===== src/rtl/mig_cmd_issuer.sv =====
// mig_cmd_issuer: pops packed requests from the CPU->DDR command FIFO and issues them to the MIG native app interface.
//   Optional watchdog enabled with `define MIG_ISSUE_TIMEOUT_EN.
//   Ports:
//     clk, rst_n                 ui_clk and asynchronous active-low reset
//     init_calib_complete        no pop until MIG calibration is done
//     rqempty, rdata, rnext      FIFO read side: empty flag, head entry {we, mask, addr, data}, pop pulse
//     app_addr/cmd/en/rdy        MIG command channel (cmd 000 write, 001 read)
//     app_wdf_data/mask/wren/end/rdy  MIG write-data channel (single BL8 beat)
//     app_rd_data_valid/end      read return, used only to release read credits
//     busy                       transaction in flight or reads outstanding
//     timeout_err                sticky watchdog flag (0 when the watchdog is compiled out)
module mig_cmd_issuer #(
    parameter int AW     = 28,
    parameter int DW     = 128,
    parameter int MW     = DW / 8,
    parameter int MAX_RD = 4,
    parameter int FIFODW = 1 + MW + AW + DW,
    parameter int TO_CYC = 1024
) (
    input  logic              clk,
    input  logic              rst_n,
    input  logic              init_calib_complete,
    input  logic              rqempty,
    input  logic [FIFODW-1:0] rdata,
    output logic              rnext,
    output logic [AW-1:0]     app_addr,
    output logic [2:0]        app_cmd,
    output logic              app_en,
    input  logic              app_rdy,
    output logic [DW-1:0]     app_wdf_data,
    output logic [MW-1:0]     app_wdf_mask,
    output logic              app_wdf_wren,
    output logic              app_wdf_end,
    input  logic              app_wdf_rdy,
    input  logic              app_rd_data_valid,
    input  logic              app_rd_data_end,
    output logic              busy,
    output logic              timeout_err
);
    typedef enum logic [1:0] {IDLE, WR, RD} state_t;
    state_t          state_q, state_d;
    logic            cmd_done_q, cmd_done_d, dat_done_q, dat_done_d;
    logic [3:0]      rd_cnt_q, rd_cnt_d;
    logic [2:0]      cmd_q;
    logic [AW-1:0]   addr_q;
    logic [DW-1:0]   data_q;
    logic [MW-1:0]   mask_q;
    logic            pop, cmd_hs, dat_hs, rd_inc, rd_ret;

    // Writes are never throttled; reads need a free credit.
    assign pop    = state_q == IDLE && init_calib_complete && !rqempty &&
                    (rdata[FIFODW-1] || rd_cnt_q < 4'(MAX_RD));
    assign cmd_hs = app_en && app_rdy;
    assign dat_hs = app_wdf_wren && app_wdf_rdy;
    assign rd_inc = state_q == RD && app_rdy;
    assign rd_ret = app_rd_data_valid && app_rd_data_end;

    always_ff @(posedge clk or negedge rst_n) begin
        if (!rst_n) begin
            state_q    <= IDLE;
            cmd_done_q <= 1'b0;
            dat_done_q <= 1'b0;
            rd_cnt_q   <= 4'd0;
        end else begin
            state_q    <= state_d;
            cmd_done_q <= cmd_done_d;
            dat_done_q <= dat_done_d;
            rd_cnt_q   <= rd_cnt_d;
        end
    end

    always_ff @(posedge clk or negedge rst_n) begin
        if (!rst_n) begin
            cmd_q  <= 3'b000;
            addr_q <= '0;
            data_q <= '0;
            mask_q <= '0;
        end else if (pop) begin
            cmd_q  <= {2'b00, ~rdata[FIFODW-1]};
            mask_q <= rdata[DW+AW+:MW];
            addr_q <= rdata[DW+:AW];
            data_q <= rdata[DW-1:0];
        end
    end

    // Command and data channels of a write complete independently, in either order.
    always_comb begin
        state_d    = state_q;
        cmd_done_d = cmd_done_q;
        dat_done_d = dat_done_q;
        case (state_q)
            IDLE: if (pop) state_d = rdata[FIFODW-1] ? WR : RD;
            WR: begin
                cmd_done_d = cmd_done_q || cmd_hs;
                dat_done_d = dat_done_q || dat_hs;
                if (cmd_done_d && dat_done_d) begin
                    state_d    = IDLE;
                    cmd_done_d = 1'b0;
                    dat_done_d = 1'b0;
                end
            end
            RD: if (cmd_hs) state_d = IDLE;
            default: state_d = IDLE;
        endcase
    end

    always_comb begin
        rnext        = pop;
        app_en       = (state_q == WR && !cmd_done_q) || state_q == RD;
        app_wdf_wren = state_q == WR && !dat_done_q;
    end

    // Issue and return in the same cycle cancel; a return with no credit outstanding is dropped.
    assign rd_cnt_d = (rd_inc && !rd_ret) ? rd_cnt_q + 4'd1 :
                      (rd_ret && !rd_inc && rd_cnt_q != 4'd0) ? rd_cnt_q - 4'd1 : rd_cnt_q;

    assign app_cmd      = cmd_q;
    assign app_addr     = addr_q;
    assign app_wdf_data = data_q;
    assign app_wdf_mask = mask_q;
    assign app_wdf_end  = app_wdf_wren;
    assign busy         = state_q != IDLE || rd_cnt_q != 4'd0;

`ifdef MIG_ISSUE_TIMEOUT_EN
    logic [15:0] wdog_q;
    logic        to_q;
    always_ff @(posedge clk or negedge rst_n) begin
        if (!rst_n) begin
            wdog_q <= '0;
            to_q   <= 1'b0;
        end else begin
            wdog_q <= state_q == IDLE ? 16'd0 : wdog_q + 16'(wdog_q != 16'hFFFF);
            if (state_q != IDLE && wdog_q == 16'(TO_CYC - 1)) to_q <= 1'b1;
        end
    end
    assign timeout_err = to_q;
`else
    assign timeout_err = 1'b0 & (TO_CYC == 0);
`endif
endmodule


===== config.mk =====
export PLATFORM = sky130hd
export DESIGN_NAME = mig_cmd_issuer
export DESIGN_NICKNAME = d
export VERILOG_FILES = /design/src/rtl/mig_cmd_issuer.sv
export SDC_FILE = /design/constraint.sdc
export NUM_CORES = 1
export LEC_CHECK = 0
export CORE_AREA = 2 2 139 141
export DETAILED_ROUTE_END_ITERATION = 12
export DIE_AREA = 0 0 141 143
export GPL_TIMING_DRIVEN = 1
export PLACE_DENSITY = 0.87
export SKIP_LAST_GASP = 1
export SYNTH_ARGS = -nofsm -noshare
export SYNTH_HDL_FRONTEND = slang
export SYNTH_SLANG_ARGS = --single-unit

===== constraint.sdc =====
create_clock -name clk -period 3.6 [get_ports clk]
set_clock_uncertainty 0.05 [all_clocks]
set_input_delay 0.72 -clock clk [delete_from_list [all_inputs] [get_ports clk]]
set_output_delay 0.72 -clock clk [all_outputs]
set_load 0.05 [all_outputs]

======== After elaboration in Yosys (flattened, before gate mapping) ========
Index checks and enable logic that the tools add are counted.
cells by class
  add/subtract/negate cells ............... 2
  multipliers ............................. 0
  div/mod/pow operators ................... 0
  order comparisons ....................... 1
  equal/unequal tests ..................... 5
  shifts and indexed selects .............. 0
  multiplexer cells ....................... 9
  bitwise logic cells ..................... 1
  reduce and logical (&&, ||, !) cells .... 28
operator list
  kind                                                  number
  logical AND 1 bit                                     13
  two-way mux 2 bit                                     4
  two-way mux 4 bit                                     2
  != test 2 bit (second input constant)                 3
  case mux 2 bit (3 select lines)                       1
  logical NOT 1 bit                                     5
  logical OR 1 bit                                      5
  adder 4 x 1 -> 4 bit (second input constant)          1
  < comparator 4 x 3 -> 1 bit (second input constant)   1
  nonzero test 2 bit                                    2
  nonzero test 4 bit                                    1
  subtractor 4 x 1 -> 4 bit (second input constant)     1
  AND reduction 3 bit                                   1
  equality test 2 x 1 -> 1 bit (second input constant)  1
  equality test 2 bit (second input constant)           1
  logical NOT 2 bit                                     1
  two-way mux 1 bit                                     2
  inverter 1 bit                                        1
word-level totals
  bits in registers ....................... 181
  latch bits .............................. 0
  memory bits (writable) .................. 0
  ROM bits ................................ 0
  input port bits ......................... 181
  memories ................................ 0

======== Depth between registers and ports, before layout ========
Gate-level depths: netlist of the first run.
  word-level depth ........................ 8
  mapped depth ............................ 8
  depth with buffers taken out ............ 8

======== Worst setup path before layout of the first run ========
Ideal clock, no wire load.
  kind .................................... input to output
  start point ............................. in rqempty
  end point ............................... out rnext
  arrival time ............................ 1758 ps
  data required time ...................... 2830 ps
  path slack .............................. 1072 ps
  cell stages on the path ................. 5
  path through ............................ nor4b_4 -> o21ai_2 -> buf_6 -> buf_6 -> inv_1
between the ends
  longest elaborated chain between the ends .. 3
RTL lines
  item                            line  source
  start, declared                 23    input logic rqempty,
  logical NOT 1 bit               51    assign pop = state_q == IDLE && init_calib_complete && !rqempty &&
  logical AND 1 bit (2 in a row)  51
  end, declared                   25    output logic rnext,
Every way passes these cells.

======== Worst setup path after layout of the first run ========
  start point ............................. reg state_q[1]
  end point ............................... out app_en
between the ends
  longest elaborated chain between the ends .. 3
RTL lines
  item                          line  source
  start, declared               41    state_t state_q, state_d;
  start signal, assigned        65    state_q <= state_d;
  equality test 2 x 1 -> 1 bit  109   app_en = (state_q == WR && !cmd_done_q) || state_q == RD;
  logical AND 1 bit             109
  logical OR 1 bit *            109
  end, declared                 28    output logic app_en,
Mark *: on every way between the ends. The rest lies on a longest branch, timed or not.

==> results of run 1 <==
==> critical path: stages, from the launching register on <==
cell	delay, ps
dfrtp_1	480
nand2b_1	240
o21ai_0	250
clkdlybuf4s50_1	850
==> cells by family after synthesis <==
group / count (synthesis) / share of synthesized area
flip-flops: 181 / 0.593
multiplexers: 175 / 0.341
buffers and inverters: 25 / 0.0329
AND/OR/NAND/NOR: 21 / 0.0149
AO/OA/AOI/OAI: 12 / 0.00917
adder cells (fa/ha/maj): 3 / 0.00589
XOR/XNOR: 3 / 0.00344
other: 1 / 0.000491
==> report_power, final <==
| part | switching (W) | internal (W) | leakage [nW] |
|---|---|---|---|
| combinational | 0.00471 | 0.00326 | 3.15 |
| sequential | 0.000659 | 0.00306 | 2.15 |
| clock | 0.000873 | 0.000958 | 0.286 |
==> cells in the final DEF, fill, tap and decap left out, types with 2 or more instances in the layout <==
master | netlist | layout
clkdlybuf4s50_1 | 0 | 356
a21oi_1 | 6 | 6
buf_12 | 0 | 5
ha_1 | 2 | 2
inv_6 | 0 | 2
mux2_2 | 5 | 5
nor2b_1 | 2 | 2
o21ai_0 | 2 | 2
clkinv_8 | 0 | 3
inv_8 | 0 | 2
conb_1 | 1 | 3
nor2_1 | 10 | 10
nand2b_1 | 2 | 2
clkinv_4 | 0 | 5
mux2_4 | 169 | 169
nand2_1 | 4 | 4
xnor2_1 | 2 | 2
dfrtp_1 | 181 | 181
clkbuf_8 | 0 | 2
clkbuf_16 | 0 | 17
inv_1 | 2 | 2
==> synthesized netlist by cell type, types with 2 or more instances <==
master,instances
xnor2_1,2
mux2_4,169
buf_4,4
dfrtp_1,181
nor2b_1,2
nor2_1,10
a21oi_1,6
nand2_1,4
mux2_2,5
nand2b_1,2
inv_1,2
ha_1,2
buf_6,19
o21ai_0,2
==> stage by stage <==
step	hold slack [ps]	utilization	total power, W	setup WS, ps	cell area [µm²]
after floorplan	374	-	0.00905	1070	7650
after global placement	439	0.613	0.0116	849	11400
after detailed placement	442	0.613	0.0117	809	11400
after CTS	307	0.645	0.0137	581	12000
after global routing	349	0.645	0.0140	553	12000
final	300	0.645	0.0135	591	12000
==> flip-flops by register name (all words and copies together) (netlist names) <==
register / cells
dat_done_q: 1
app_wdf_data: 128
state_q: 2
app_cmd: 1
rd_cnt_q: 4
app_addr: 28
app_wdf_mask: 16
cmd_done_q: 1
==> final timing paths <==
kind	startpoint	end	cells after the start
setup / recovery	state_q[1]$_DFFE_PN0P_	app_en	3
hold / removal	rst_n	app_wdf_mask[5]$_DFFE_PN0P_	1
setup reg to reg	state_q[1]$_DFFE_PN0P_	rd_cnt_q[3]$_DFFE_PN0P_	8
hold reg to reg	app_wdf_data[54]$_DFFE_PN0P_	app_wdf_data[54]$_DFFE_PN0P_	1
max in group asynchronous	rst_n	app_wdf_data[123]$_DFFE_PN0P_	2
min in group clk	app_wdf_data[54]$_DFFE_PN0P_	app_wdf_data[54]$_DFFE_PN0P_	1
==> cell type report <==
type | instances | area share
Sequential cell | 181 | 0.378
Timing Repair Buffer | 362 | 0.307
Multi-Input combinational cell | 217 | 0.240
Clock buffer | 19 | 0.0378
Tap cell | 234 | 0.0244
Clock inverter | 13 | 0.0117
Inverter | 2 | 0.000627
==> layer usage <==
metal	track usage	vias up	wire length (µm)
met1	0.238	2497	7900
met2	0.337	224	10100
met3	0.0550	23	1320
met5	0	-	0
met4	0.0616	0	348
li1	-	2174	-
==> metrics.md, run 1 <==
| Metric | Value |
|---|---|
| Period utilization | `0.836` |
| Std-Cell Rows | `50` |
| Asr flop ratio synth | `1.00` |
| Final ANT Viol Nets | `0` |
| Yosys warns | `0` |
| Critical path capture point type | `output pin` |
| Clock Tree Buf Depth | `2` |
| Final min period | `3010 ps` |
| Io pins | `362` |
| Unrepaired setup endpoints after global routing | `false` |
| Htree depth | `4` |
| EDFF count, synth | `0` |
| Port Buffers | `358` |
| Core area | `0.0186 mm²` |
| Hold Crit Class | `in2async` |
| Die Y | `143 µm` |
| Yosys top cell area share | `0.593` |
| Footprint of the multi-input gates | `0.00288 mm²` |
| Num CTS Buffers | `17` |
| Vias in the first global route | `5373` |
| Worst slew margin | `0.498` |
| Placer congestion estimate | `0.807` |
| First-pass GRT wire length | `30300 µm` |
| PD cells | `1130 mW/mm²` |
| CTS tree | `yes` |
| Primary FF master, synth | `dfrtp_1` |
| Initial antenna violation count | `0` |
| Clk_lat worst skew | `420 ps` |
| Detailed Routing Iterations Pass 1 | `4` |
| Setup TNS | `0 ps` |
| Unique masters post-synth | `25` |
| Critical Path AT | `2240 ps` |
| Reg area | `0.00453 mm²` |
| DR iter-0 viols | `197` |
| Largest net degree at the start of global routing | `88` |
| DRC | `0` |
| Filler cells | `1312` |
| Crit start category | `flop` |
| IR drop worst, VDD | `585 µV` |
| GRT overflow | `0` |
| Seq/Total Area, Yosys | `0.593` |
| CP max FO | `7` |
| Total Wirelength | `19600 µm` |
| Sinks on Clock Net | `181` |
| Gate count of the mapped netlist | `421` |
| Total GRT Usage | `0.195` |
| WP data required | `2830 ps` |
| Vias per cell | `4.78` |
| Placed insts | `996` |
| Starting density of the core | `0.411` |
| Endpoints failing setup | `0` |
| Nets | `965` |
| Status | `finished clean` |
| Synth area leaders | `dfrtp_1, mux2_4, buf_6, mux2_2, nor2_1` |
| Ant diodes | `0` |
| Post-synthesis cell area | `0.00764 mm²` |
| Max cap viols | `0` |
| WL per Instance | `19.1 µm` |
| FF-to-FF setup slack | `1470 ps` |
| CP Class | `reg2out` |
| Synth area leader | `dfrtp_1` |
| Worst slew pin tran | `753 ps` |
| Number of post-CTS setup repair buffers | `0` |
| Chip Width | `141 µm` |
| P_leak | `5.59 nW` |
| DP HPWL | `14400 µm` |
| Die area | `0.0202 mm²` |
| Yosys reg bits | `181` |
| Fin. max-slew vios | `0` |
| Max Fclk | `332 MHz` |
| Finished Layout Cells | `1028` |
| Via count | `4918` |
| Synthesized area per cell | `18.2 µm²` |
| PostCTS Resize Cnt | `0` |
| Hold Fails Final Rpt | `0` |
| Hold_buf cts | `0` |
| Root Driver | `clkbuf_16` |
| Area Overhead vs Synth | `56.7%` |
| Share of cells above drive strength 1 | `0.270` |
| Clock transition at path regs | `70 ps` |
Note: power is estimated with default switching activity, not from simulation.
==> run 2, diff against run 1 <==
Settings changed: CORE_AREA 2 2 139 141 to unset, CORE_ASPECT_RATIO set to 0.9, CORE_UTILIZATION set to 37, DIE_AREA 0 0 141 143 to unset, PLACE_DENSITY 0.87 to 0.83.
Clock period 3.6 ns to 2.65 ns, I/O delays scaled along.
==> run 2 against run 1 <==
Final cell count grew 3.8%. Worst setup slack worse by 350 ps. Largest cell class unchanged. Global-route usage decreased by 1.3 points. Via count fell by 1.4%. Critical path type unchanged. Core utilization down 3.8 points. Highest routed layer unchanged.
==> metrics.md, run 2 (same netlist as run 1, synthesis figures left out) <==
| Metric | Value |
|---|---|
| Worst stage delay on the critical path | `560 ps (-290 ps)` |
| Finished layout cell area | `0.0122 mm² (+1.8%)` |
| IR drop worst, VDD | `1010 µV (+72%)` |
| CP top delay family | `buffers and inverters` |
| Std-Cell Rows | `49 (-2.0%)` |
| Worst path cell trace | `nand2b_1 > nor2_1 > dlygate4sd2_1` |
| Final ANT Viol Nets | `0 (unchanged)` |
| Hold Fails Final Rpt | `0 (unchanged)` |
| Largest net degree at the start of global routing | `57 (-35%)` |
| Clock Tree Buf Depth | `2 (unchanged)` |
| CP max FO | `7 (unchanged)` |
| Share of cells above drive strength 1 | `0.286 (+0.0162)` |
| Status | `finished clean` |
| DR iter-0 viols | `133 (-32%)` |
| Period utilization | `0.910` |
| WP data required | `2070 ps (-760 ps)` |
| Ant diodes | `0 (unchanged)` |
| Area Overhead vs Synth | `59.6%` |
| Die Y | `138 µm (-3.2%)` |
| Placed cell area | `0.0116 mm² (+1.9%)` |
| Total GRT Usage | `0.182 (-0.0133)` |
| Initial antenna violation count | `0 (unchanged)` |
| Max reg flops | `128 (unchanged)` |
| Die area | `0.0212 mm² (+5.3%)` |
| Hold Crit Class | `in2async` |
| PD cells | `1520 mW/mm² (+34%)` |
| Critical Path AT | `1830 ps (-410 ps)` |
| Endpoints failing setup | `0 (unchanged)` |
| Clk_lat worst skew | `410 ps (about the same)` |
| Io pins | `362 (unchanged)` |
| Num CTS Buffers | `17 (unchanged)` |
| Vias in the first global route | `5294 (-1.5%)` |
| Fin. max-slew vios | `0 (unchanged)` |
| Worst R2R End | `rd_cnt_q[3]$_DFFE_PN0P_` |
| Via count | `4848 (-1.4%)` |
| FF-to-FF setup slack | `560 ps (-910 ps)` |
| CP max stage cell | `dlygate4sd2_1` |
| DP HPWL | `14400 µm (+0.46%)` |
| Core area | `0.0201 mm² (+8.2%)` |
| Starting density of the core | `0.380 (-0.0313)` |
| CTS tree | `yes` |
| Nets | `984 (+2.0%)` |
| Final min period | `2410 ps` |
| Fin util | `0.607 (-0.0380)` |
| FF-to-FF Start | `state_q[1]$_DFFE_PN0P_` |
| Htree depth | `4 (unchanged)` |
| Vias per cell | `4.54 (-5.0%)` |
| WP buf/inv | `1 (unchanged)` |
| Most common cell after layout, fill and taps aside | `clkdlybuf4s50_1` |
| WHS | `34.6 ps (-265 ps)` |
| WL per Instance | `17.9 µm (-6.1%)` |
| Commonest non-fill, non-tap cells in the layout | `clkdlybuf4s50_1, dfrtp_1, mux2_4` |
| Root Driver | `clkbuf_16` |
| First-pass GRT wire length | `29900 µm (-1.1%)` |
| Detailed Routing Iterations Pass 1 | `5 (+1)` |
| Max cap viols | `0 (unchanged)` |
| Unrepaired setup endpoints after global routing | `false` |
| Chip Width | `154 µm (+8.9%)` |
| Sinks on Clock Net | `181 (unchanged)` |
| GRT overflow | `0 (unchanged)` |
| Total Wirelength | `19100 µm (-2.6%)` |
| Critical path capture point type | `output pin` |
| R2r worst-path depth | `8 (unchanged)` |
| CP Class | `reg2out` |
| Worst slew margin | `0.634 (+0.136)` |
| Placer congestion estimate | `0.794 (-1.5%)` |
| Crit start category | `flop` |
| Worst slew pin tran | `547 ps (-206 ps)` |
| Number of post-CTS setup repair buffers | `0 (unchanged)` |
| P_leak | `5.71 nW (+2.2%)` |
| Clock transition at path regs | `70 ps (about the same)` |
| DRC | `0 (unchanged)` |
| Setup TNS | `0 ps (unchanged)` |
| PostCTS Resize Cnt | `3 (+3)` |
| Max Fclk | `415 MHz` |
| Port Buffers | `358 (unchanged)` |
| Hold_buf cts | `0 (unchanged)` |
-- run 2: cell types whose count changed in the layout (fill, tap and decap cells not counted), sizes merged --
| cell | previous run | this run |
|---|---|---|
| buf | 6 | 26 |
| clkdlybuf4s50 | 356 | 352 |
| clkinv | 8 | 4 |
| bufinv | 0 | 3 |
| dlygate4sd2 | 0 | 3 |
| clkbuf | 19 | 18 |
| clkinvlp | 1 | 2 |
-- run 2: layout make-up --
cell class | count | area, µm²
Inverter | 2 | 7.51
Sequential cell | 181 | 4530
Timing Repair Buffer | 381 | 3860
Clock inverter | 13 | 173
Multi-Input combinational cell | 217 | 2880
Fill cell | 1590 | 7910
Tap cell | 255 | 319
Clock buffer | 18 | 429
-- run 2: worst max path at each step --
stage                                   endpoint  cells past startpoint  slack [ps]              startpoint
detailed placement  app_wdf_data[47]$_DFFE_PN0P_                      7         160                 rqempty
floorplan                                 app_en                      2         330  state_q[1]$_DFFE_PN0P_
global route                        app_wdf_wren                      3         120  state_q[1]$_DFFE_PN0P_
CTS                                 app_wdf_wren                      3         220  state_q[1]$_DFFE_PN0P_
global placement        app_addr[26]$_DFFE_PN0P_                      7         180                 rqempty
finish                              app_wdf_wren                      3         240  state_q[1]$_DFFE_PN0P_
-- run 2: worst register-to-register path, cell delays in order, from the launching register on --
cell and delay (ps):
dfrtp_1 500, nor2b_1 200, and3_1 210, inv_1 90, ha_1 280, a21o_1 150, a21oi_1 180, mux2i_1 230
xnor2_1 130
-- run 2: metal layers --
| layer | part of all wire | global-route usage | vias to the layer above |
|---|---|---|---|
| met3 | 0.064 | 0.0530 | 22 |
| met1 | 0.42 | 0.221 | 2408 |
| met2 | 0.50 | 0.311 | 200 |
| met4 | 0.017 | 0.0542 | 0 |
| li1 | - | - | 2218 |
| met5 | 0 | 0 | - |
-- run 2: stage by stage --
stage	std cells	power, W	setup slack [ps]
6_report	1067	0.0185	238
5_1_grt	1067	0.0192	118
4_1_cts	1067	0.0187	218
3_5_place_dp	1036	0.0160	164
3_3_place_gp	1036	0.0158	183
2_1_floorplan	423	0.0123	334
-- run 2: power by group --
group	internal (W)	total [W]	switching, W
Sequential	0.00417	0.00506	0.000890
Clock	0.00150	0.00260	0.00110
Combinational	0.00448	0.0108	0.00637
Total	0.0101	0.0185	0.00836
